File: src/rtl/spi_acl_responder.sv
`timescale 1ns/1ps
// SPI mode-0 responder for the accelerometer end of the ACL link: cmd/addr/data decode over a register file.
// Latency: ~3 CLK from an SCLK edge at the pins to its effect; wr_stb one CLK after the 8th data rise.
// Backpressure: none; the SPI master owns timing, so CLK must be >= 8x SCLK. Burst auto-increment under SPI_RESP_AUTOINC_EN.
module spi_acl_responder #(
  parameter int          ADDR_W  = 6,
  parameter logic [7:0]  DEVID   = 8'hAD,
  parameter int          SYNC_FF = 2
) (
  input  logic              CLK,
  input  logic              RST,
  input  logic              SCLK,
  input  logic              SS,
  input  logic              SDI,
  output logic              SDO,
  input  logic              smp_valid,
  input  logic [7:0]        smp_x,
  input  logic [7:0]        smp_y,
  input  logic [7:0]        smp_z,
  output logic [7:0]        pwr_ctl,
  output logic              wr_stb,
  output logic [ADDR_W-1:0] wr_addr,
  output logic [7:0]        wr_data,
  output logic              frame_done,
  output logic              cmd_err
);

  localparam int DEPTH = 1 << ADDR_W;
  localparam logic [7:0] CMD_WR = 8'h0A;
  localparam logic [7:0] CMD_RD = 8'h0B;
  localparam logic [ADDR_W-1:0] A_DEV = '0;
  localparam logic [ADDR_W-1:0] A_X   = ADDR_W'(8'h08);
  localparam logic [ADDR_W-1:0] A_Y   = ADDR_W'(8'h09);
  localparam logic [ADDR_W-1:0] A_Z   = ADDR_W'(8'h0A);
  localparam logic [ADDR_W-1:0] A_PWR = ADDR_W'(8'h2D);

  typedef enum logic [2:0] {
    S_IDLE, S_CMD, S_ADDR, S_WDATA, S_RDATA, S_IGNORE
  } state_t;

  state_t state, state_next;

  logic [SYNC_FF-1:0] sclk_sync, ss_sync, sdi_sync;
  logic sclk_s, ss_s, sdi_s, sclk_d, ss_d;
  logic rise, fall, ss_rise, ss_fall, active, byte_done;

  logic [2:0]        bit_cnt;
  logic [7:0]        rx_sr, rx_next, tx_sr;
  logic [ADDR_W-1:0] addr, load_addr;
  logic              addr_bad, load_bad, hi_bad;
  logic              is_rd, got_byte, wr_ok, read_only;
  logic [7:0]        regs [DEPTH];

  assign sclk_s  = sclk_sync[SYNC_FF-1];
  assign ss_s    = ss_sync[SYNC_FF-1];
  assign sdi_s   = sdi_sync[SYNC_FF-1];
  assign rise    = sclk_s & ~sclk_d;
  assign fall    = ~sclk_s & sclk_d;
  assign ss_rise = ss_s & ~ss_d;
  assign ss_fall = ~ss_s & ss_d;

  // Bits only count once a frame has properly started (IDLE left on an SS fall).
  assign active    = (state != S_IDLE) && !ss_s;
  assign rx_next   = {rx_sr[6:0], sdi_s};
  assign byte_done = active && rise && (bit_cnt == 3'd7);
  assign hi_bad    = (rx_next >> ADDR_W) != 8'd0;
  assign read_only = (addr == A_DEV) || (addr == A_X) || (addr == A_Y) || (addr == A_Z);
  assign wr_ok     = byte_done && (state == S_WDATA) && !addr_bad && !read_only;

  assign pwr_ctl = regs[A_PWR];
  assign SDO     = (state == S_RDATA && !ss_s) ? tx_sr[7] : 1'b0;

  // Synchronize the SPI pins and keep one delayed copy for edge detection.
  always_ff @(posedge CLK) begin
    if (RST) begin
      sclk_sync <= '0;
      ss_sync   <= '0;
      sdi_sync  <= '0;
      sclk_d    <= 1'b0;
      ss_d      <= 1'b0;
    end else begin
      sclk_sync <= {sclk_sync[SYNC_FF-2:0], SCLK};
      ss_sync   <= {ss_sync[SYNC_FF-2:0], SS};
      sdi_sync  <= {sdi_sync[SYNC_FF-2:0], SDI};
      sclk_d    <= sclk_s;
      ss_d      <= ss_s;
    end
  end

  // Frame state register.
  always_ff @(posedge CLK) begin
    if (RST) state <= S_IDLE;
    else     state <= state_next;
  end

  // Next-state decode: SS high always wins and aborts the frame.
  always_comb begin
    state_next = state;
    if (ss_s) begin
      state_next = S_IDLE;
    end else begin
      case (state)
        S_IDLE:  if (ss_fall) state_next = S_CMD;
        S_CMD:   if (byte_done)
                   state_next = (rx_next == CMD_WR || rx_next == CMD_RD) ? S_ADDR : S_IGNORE;
        S_ADDR:  if (byte_done) state_next = is_rd ? S_RDATA : S_WDATA;
        default: state_next = state;
      endcase
    end
  end

  // Address for the next data byte: taken from the address byte, or advanced after a data byte in burst builds.
  always_comb begin
    load_addr = addr;
    load_bad  = addr_bad;
    if (state == S_ADDR) begin
      load_addr = rx_next[ADDR_W-1:0];
      load_bad  = hi_bad;
    end else begin
`ifdef SPI_RESP_AUTOINC_EN
      load_addr = addr + ADDR_W'(1);
`endif
    end
  end

  // Bit/byte shifting, address tracking and the read shift register.
  always_ff @(posedge CLK) begin
    if (RST) begin
      bit_cnt  <= '0;
      rx_sr    <= '0;
      tx_sr    <= '0;
      addr     <= '0;
      addr_bad <= 1'b0;
      is_rd    <= 1'b0;
      got_byte <= 1'b0;
    end else if (!active) begin
      bit_cnt  <= '0;
      got_byte <= 1'b0;
    end else begin
      if (rise) begin
        rx_sr   <= rx_next;
        bit_cnt <= bit_cnt + 3'd1;
      end
      if (byte_done) got_byte <= 1'b1;
      if (byte_done && state == S_CMD) is_rd <= (rx_next == CMD_RD);
      if (byte_done && (state == S_ADDR || state == S_WDATA || state == S_RDATA)) begin
        addr     <= load_addr;
        addr_bad <= load_bad;
      end
      // Load on the 8th rise; the fall right after it (bit_cnt==0) keeps the MSB on SDO.
      if (byte_done && state_next == S_RDATA)
        tx_sr <= load_bad ? 8'h00 : regs[load_addr];
      else if (state == S_RDATA && fall && bit_cnt != 3'd0)
        tx_sr <= {tx_sr[6:0], 1'b0};
    end
  end

  // Register file: one flop bank per entry; samples take priority over SPI writes.
  for (genvar g = 0; g < DEPTH; g++) begin : g_reg
    localparam logic [ADDR_W-1:0] GA = ADDR_W'(g);
    logic [7:0] q;
    assign regs[g] = q;
    // Entry update: reset value, sample load, or committed SPI write.
    always_ff @(posedge CLK) begin
      if (RST)                          q <= (GA == A_DEV) ? DEVID : 8'h00;
      else if (smp_valid && GA == A_X)  q <= smp_x;
      else if (smp_valid && GA == A_Y)  q <= smp_y;
      else if (smp_valid && GA == A_Z)  q <= smp_z;
      else if (wr_ok && addr == GA)     q <= rx_next;
    end
  end

  // Status outputs: write strobe, frame completion pulse, sticky command error.
  always_ff @(posedge CLK) begin
    if (RST) begin
      wr_stb     <= 1'b0;
      wr_addr    <= '0;
      wr_data    <= '0;
      frame_done <= 1'b0;
      cmd_err    <= 1'b0;
    end else begin
      wr_stb     <= wr_ok;
      frame_done <= ss_rise && got_byte;
      if (wr_ok) begin
        wr_addr <= addr;
        wr_data <= rx_next;
      end
      if (byte_done && state == S_CMD && rx_next != CMD_WR && rx_next != CMD_RD)
        cmd_err <= 1'b1;
    end
  end

endmodule

File: config.mk
export PLATFORM = sky130hd
export DESIGN_NAME = spi_acl_responder
export DESIGN_NICKNAME = d
export VERILOG_FILES = /design/src/rtl/spi_acl_responder.sv
export SDC_FILE = /design/constraint.sdc
export NUM_CORES = 2
export LEC_CHECK = 0
export CORE_MARGIN = 8
export CORE_UTILIZATION = 60
export DETAILED_ROUTE_END_ITERATION = 16
export GPL_TIMING_DRIVEN = 1
export PLACE_DENSITY_LB_ADDON = 0.12
export SYNTH_ARGS = -nofsm -noshare
export SYNTH_HDL_FRONTEND = slang
export SYNTH_SLANG_ARGS = --single-unit
File: constraint.sdc
create_clock -name CLK -period 4.54 [get_ports CLK]
set_input_delay 0.454 -clock CLK [delete_from_list [all_inputs] [get_ports CLK]]
set_output_delay 0.454 -clock CLK [all_outputs]
set_load 0.005 [all_outputs]
==> flow_summary_export.csv <==
group,metric,value,unit
run_status,status,"completed",
layout,final_cells,3856,
global_route,grt_max_degree,245,
clocking,hold_buffers,0,
clocking,cts_buffer_depth,3,
layout,nets,3309,
yosys,ys_seq_elements,567,
power,ir_drop,0.000349,V
worst_setup_path,critPathRequiredTime,5.04,ns
clocking,clock-sinks,567,
layout,layout_common_cells,"1210 x nand2_1, 571 x a21oi_1, 559 x dfxtp_1",
sta,finalCritPeriodShare,87.2,%
drt,drcViolationCount,0,
place,place.port_buffers,55,
min_path,hold_path_startpoint,"RST",
sta,max_slew_margin,5.22,%
yosys,ys_types,70,
place,place_ws,0.709,ns
sta,grt_setup_unrepaired,"no",
drt,detail_route.wirelength,94400,um
clocking,root_buffer,"clkbuf_16",
drt,drtIter0Drc,3862,
floorplanning,initial_utilization,60.4,%
worst_setup_path,crit_start,"state[1]$_SDFF_PP0_",
yosys,synth_area_leaders,"dfxtp_1 45%, nand2_1 18%, a21oi_1 11%, mux2i_1 5.9%, clkbuf_1 2.8%",
layout,layout_commonest_cell,"nand2_1",
layout,fillers,3497,
clocking,clock_latency,0.65,ns
worst_setup_path,worstPathMaxFanout,33,
sta,fin_tns_setup,0,ns
worst_setup_path,r2r-start,"state[1]$_SDFF_PP0_",
floorplanning,ios,56,
yosys,synthArstFlopShare,0,%
min_path,hp-class,"primary input to register",
sta,setup_viol,0,
sta,skew,0.0384,ns
sta,fmax,253,MHz
yosys,ys_seq_area_share,45.1,%
global_route,gr-total-overflow,0,
floorplanning,die_area,48800,sq um
drt,via_per_inst,6.45,
layout,num_antenna_cells,0,
sta,tightest_slew,1.42,ns
place,placed_cells,3755,
global_route,grt_pass1_vias,23300,
yosys,synth_largest_area_cell,"dfxtp_1",
place,gp_congestion,0.989,
yosys,syn_area,25200,sq um
clocking,cts_tree,"yes",
clocking,clk_pin_slew,0.06,ns
sta,fin_ws,0.582,ns
yosys,avgSynthCellArea,7.56,sq um
clocking,htreeDepth,2,
sta,period_minus_slack,3.96,ns
global_route,gr-usage-all-layers,37.0,%
drt,vias,24900,
yosys,synth_edf_count,0,
drt,drt_first_pass_iters,6,
power,p_leak,9.54,nW
worst_setup_path,cp.arrival,4.46,ns
floorplanning,die_w,221,um
clocking,post_cts_buffers,0,
yosys,synth_warnings,0,
worst_setup_path,end_kind,"register",
clocking,postCtsResizedCells,0,
yosys,synthCells,3330,
global_route,grt_pass1_wl,142000,um
layout,syn2layout_area_growth,11.6,%
floorplanning,coreArea,41700,sq um
layout,final_util,67.4,%
floorplanning,rows,75,
place,dp.final_hpwl,62500,um
sta,drv_slew,0,
yosys,synth_flop_cell,"dfxtp_1",
drt,ant_nets,0,
drt,avgRoutedWirePerCell,24.5,um
floorplanning,dieHeight,221,um
global_route,antenna_found_initial,1,
yosys,synth_top_area_share,45.1,%
sta,hold_viol,0,
worst_setup_path,crit_type,"register to register",
power,power_density,364,nW/um^2
run,maxCapViolCount,0,
clocking,cts_made_buffers,58,
yosys,synthesis.nets,3363,
worst_setup_path,worst_setup_path_start_kind,"register",
layout,layout-drive-gt1-share,7.18,%
==> flip-flops by register name (all words and copies together) (netlist names) <==
signal,flops
rx_sr,7
ss_sync,2
g.q,504
cmd_err,1
sclk_d,1
addr_bad,1
addr,6
sclk_sync,2
wr_data,8
sdi_sync,2
tx_sr,8
bit_cnt,3
pwr_ctl,8
got_byte,1
is_rd,1
state,3
wr_stb,1
frame_done,1
ss_d,1
wr_addr,6
==> cell type report <==
type	count	area [sq um]	share of cell area [%]
clock buffer	87	1800	6.41
clock inverter	14	223	0.793
inverter	19	71.3	0.254
multi-input combinational	2493	12700	45.2
sequential	567	11400	40.4
tap	539	674	2.40
timing repair buffer	137	1260	4.48
==> layer usage <==
layer	wire, um	GRT usage (%)	part of all wire, %
met1	37300	49.7	40
met2	40200	55.4	43
met3	12300	9.42	13
met4	4540	17.1	4.8
met5	25	0	0.026
==> per-stage QoR <==
step / hold WS (ns) / area, sq um / power [mW]
floorplan: 0.401 / 25200 / 5.24
global placement: 0.426 / 26100 / 5.30
detailed placement: 0.426 / 26100 / 5.30
CTS: 0.216 / 28100 / 10.3
global route: 0.255 / 28100 / 10.5
finish: 0.237 / 28100 / 10.2
==> worst max-delay path, stage by stage, from the launching register on <==
cell and delay [ns]:
dfxtp_1 0.57, or3b_1 0.64, mux2i_4 0.51, buf_12 0.30, buf_4 0.21, mux2i_1 0.22
o21ai_0 0.09, a2111oi_0 0.79, a21oi_1 0.14, a221o_1 0.36
==> kinds of logic after synthesis <==
logic type	count (synthesis)	share of synthesized area, %
AOI/OAI and AO/OA	755	16.9
xor gates and xnor gates	1	0.0348
adders and majority gates	4	0.189
buffers and inverters	270	4.53
DFF	567	45.1
muxes	174	7.82
and+or+nand+nor	1559	25.4
==> final timing paths <==
path	cells after the start	end	slack, ns
max	9	tx_sr[6]$_SDFFE_PP0P_	0.58
min	2	g_reg[40].q[6]$_SDFFE_PP0P_	0.24
max reg2reg	9	tx_sr[6]$_SDFFE_PP0P_	0.58
min reg2reg	1	sdi_sync[1]$_SDFF_PP0_	0.44
==> synth_stat cells, types with 11 or more instances <==
| library cell | n |
|---|---|
| dfxtp_1 | 567 |
| buf_4 | 18 |
| a211oi_1 | 27 |
| o211ai_1 | 13 |
| nor2b_1 | 19 |
| a21oi_1 | 571 |
| buf_2 | 18 |
| mux4_2 | 16 |
| nor4_1 | 11 |
| o22ai_1 | 28 |
| o21ai_0 | 18 |
| or2_2 | 13 |
| nand3_1 | 49 |
| a22oi_1 | 16 |
| mux2i_1 | 148 |
| clkbuf_1 | 189 |
| nand2_1 | 1210 |
| nor3_1 | 16 |
| nand4_1 | 53 |
| a31oi_1 | 12 |
| nand2b_1 | 14 |
| buf_1 | 21 |
| inv_1 | 19 |
| nor2_1 | 127 |
==> report_power, final <==
group / switching [mW] / total, mW / internal, mW / leakage (nW)
logic: 0.119 / 0.180 / 0.0616 / 3.97
clock network: 2.04 / 5.04 / 3.00 / 0.997
registers: 0.0202 / 5.02 / 5.00 / 4.58
total: 2.18 / 10.2 / 8.06 / 9.54
(Power assumes the default switching activity.)
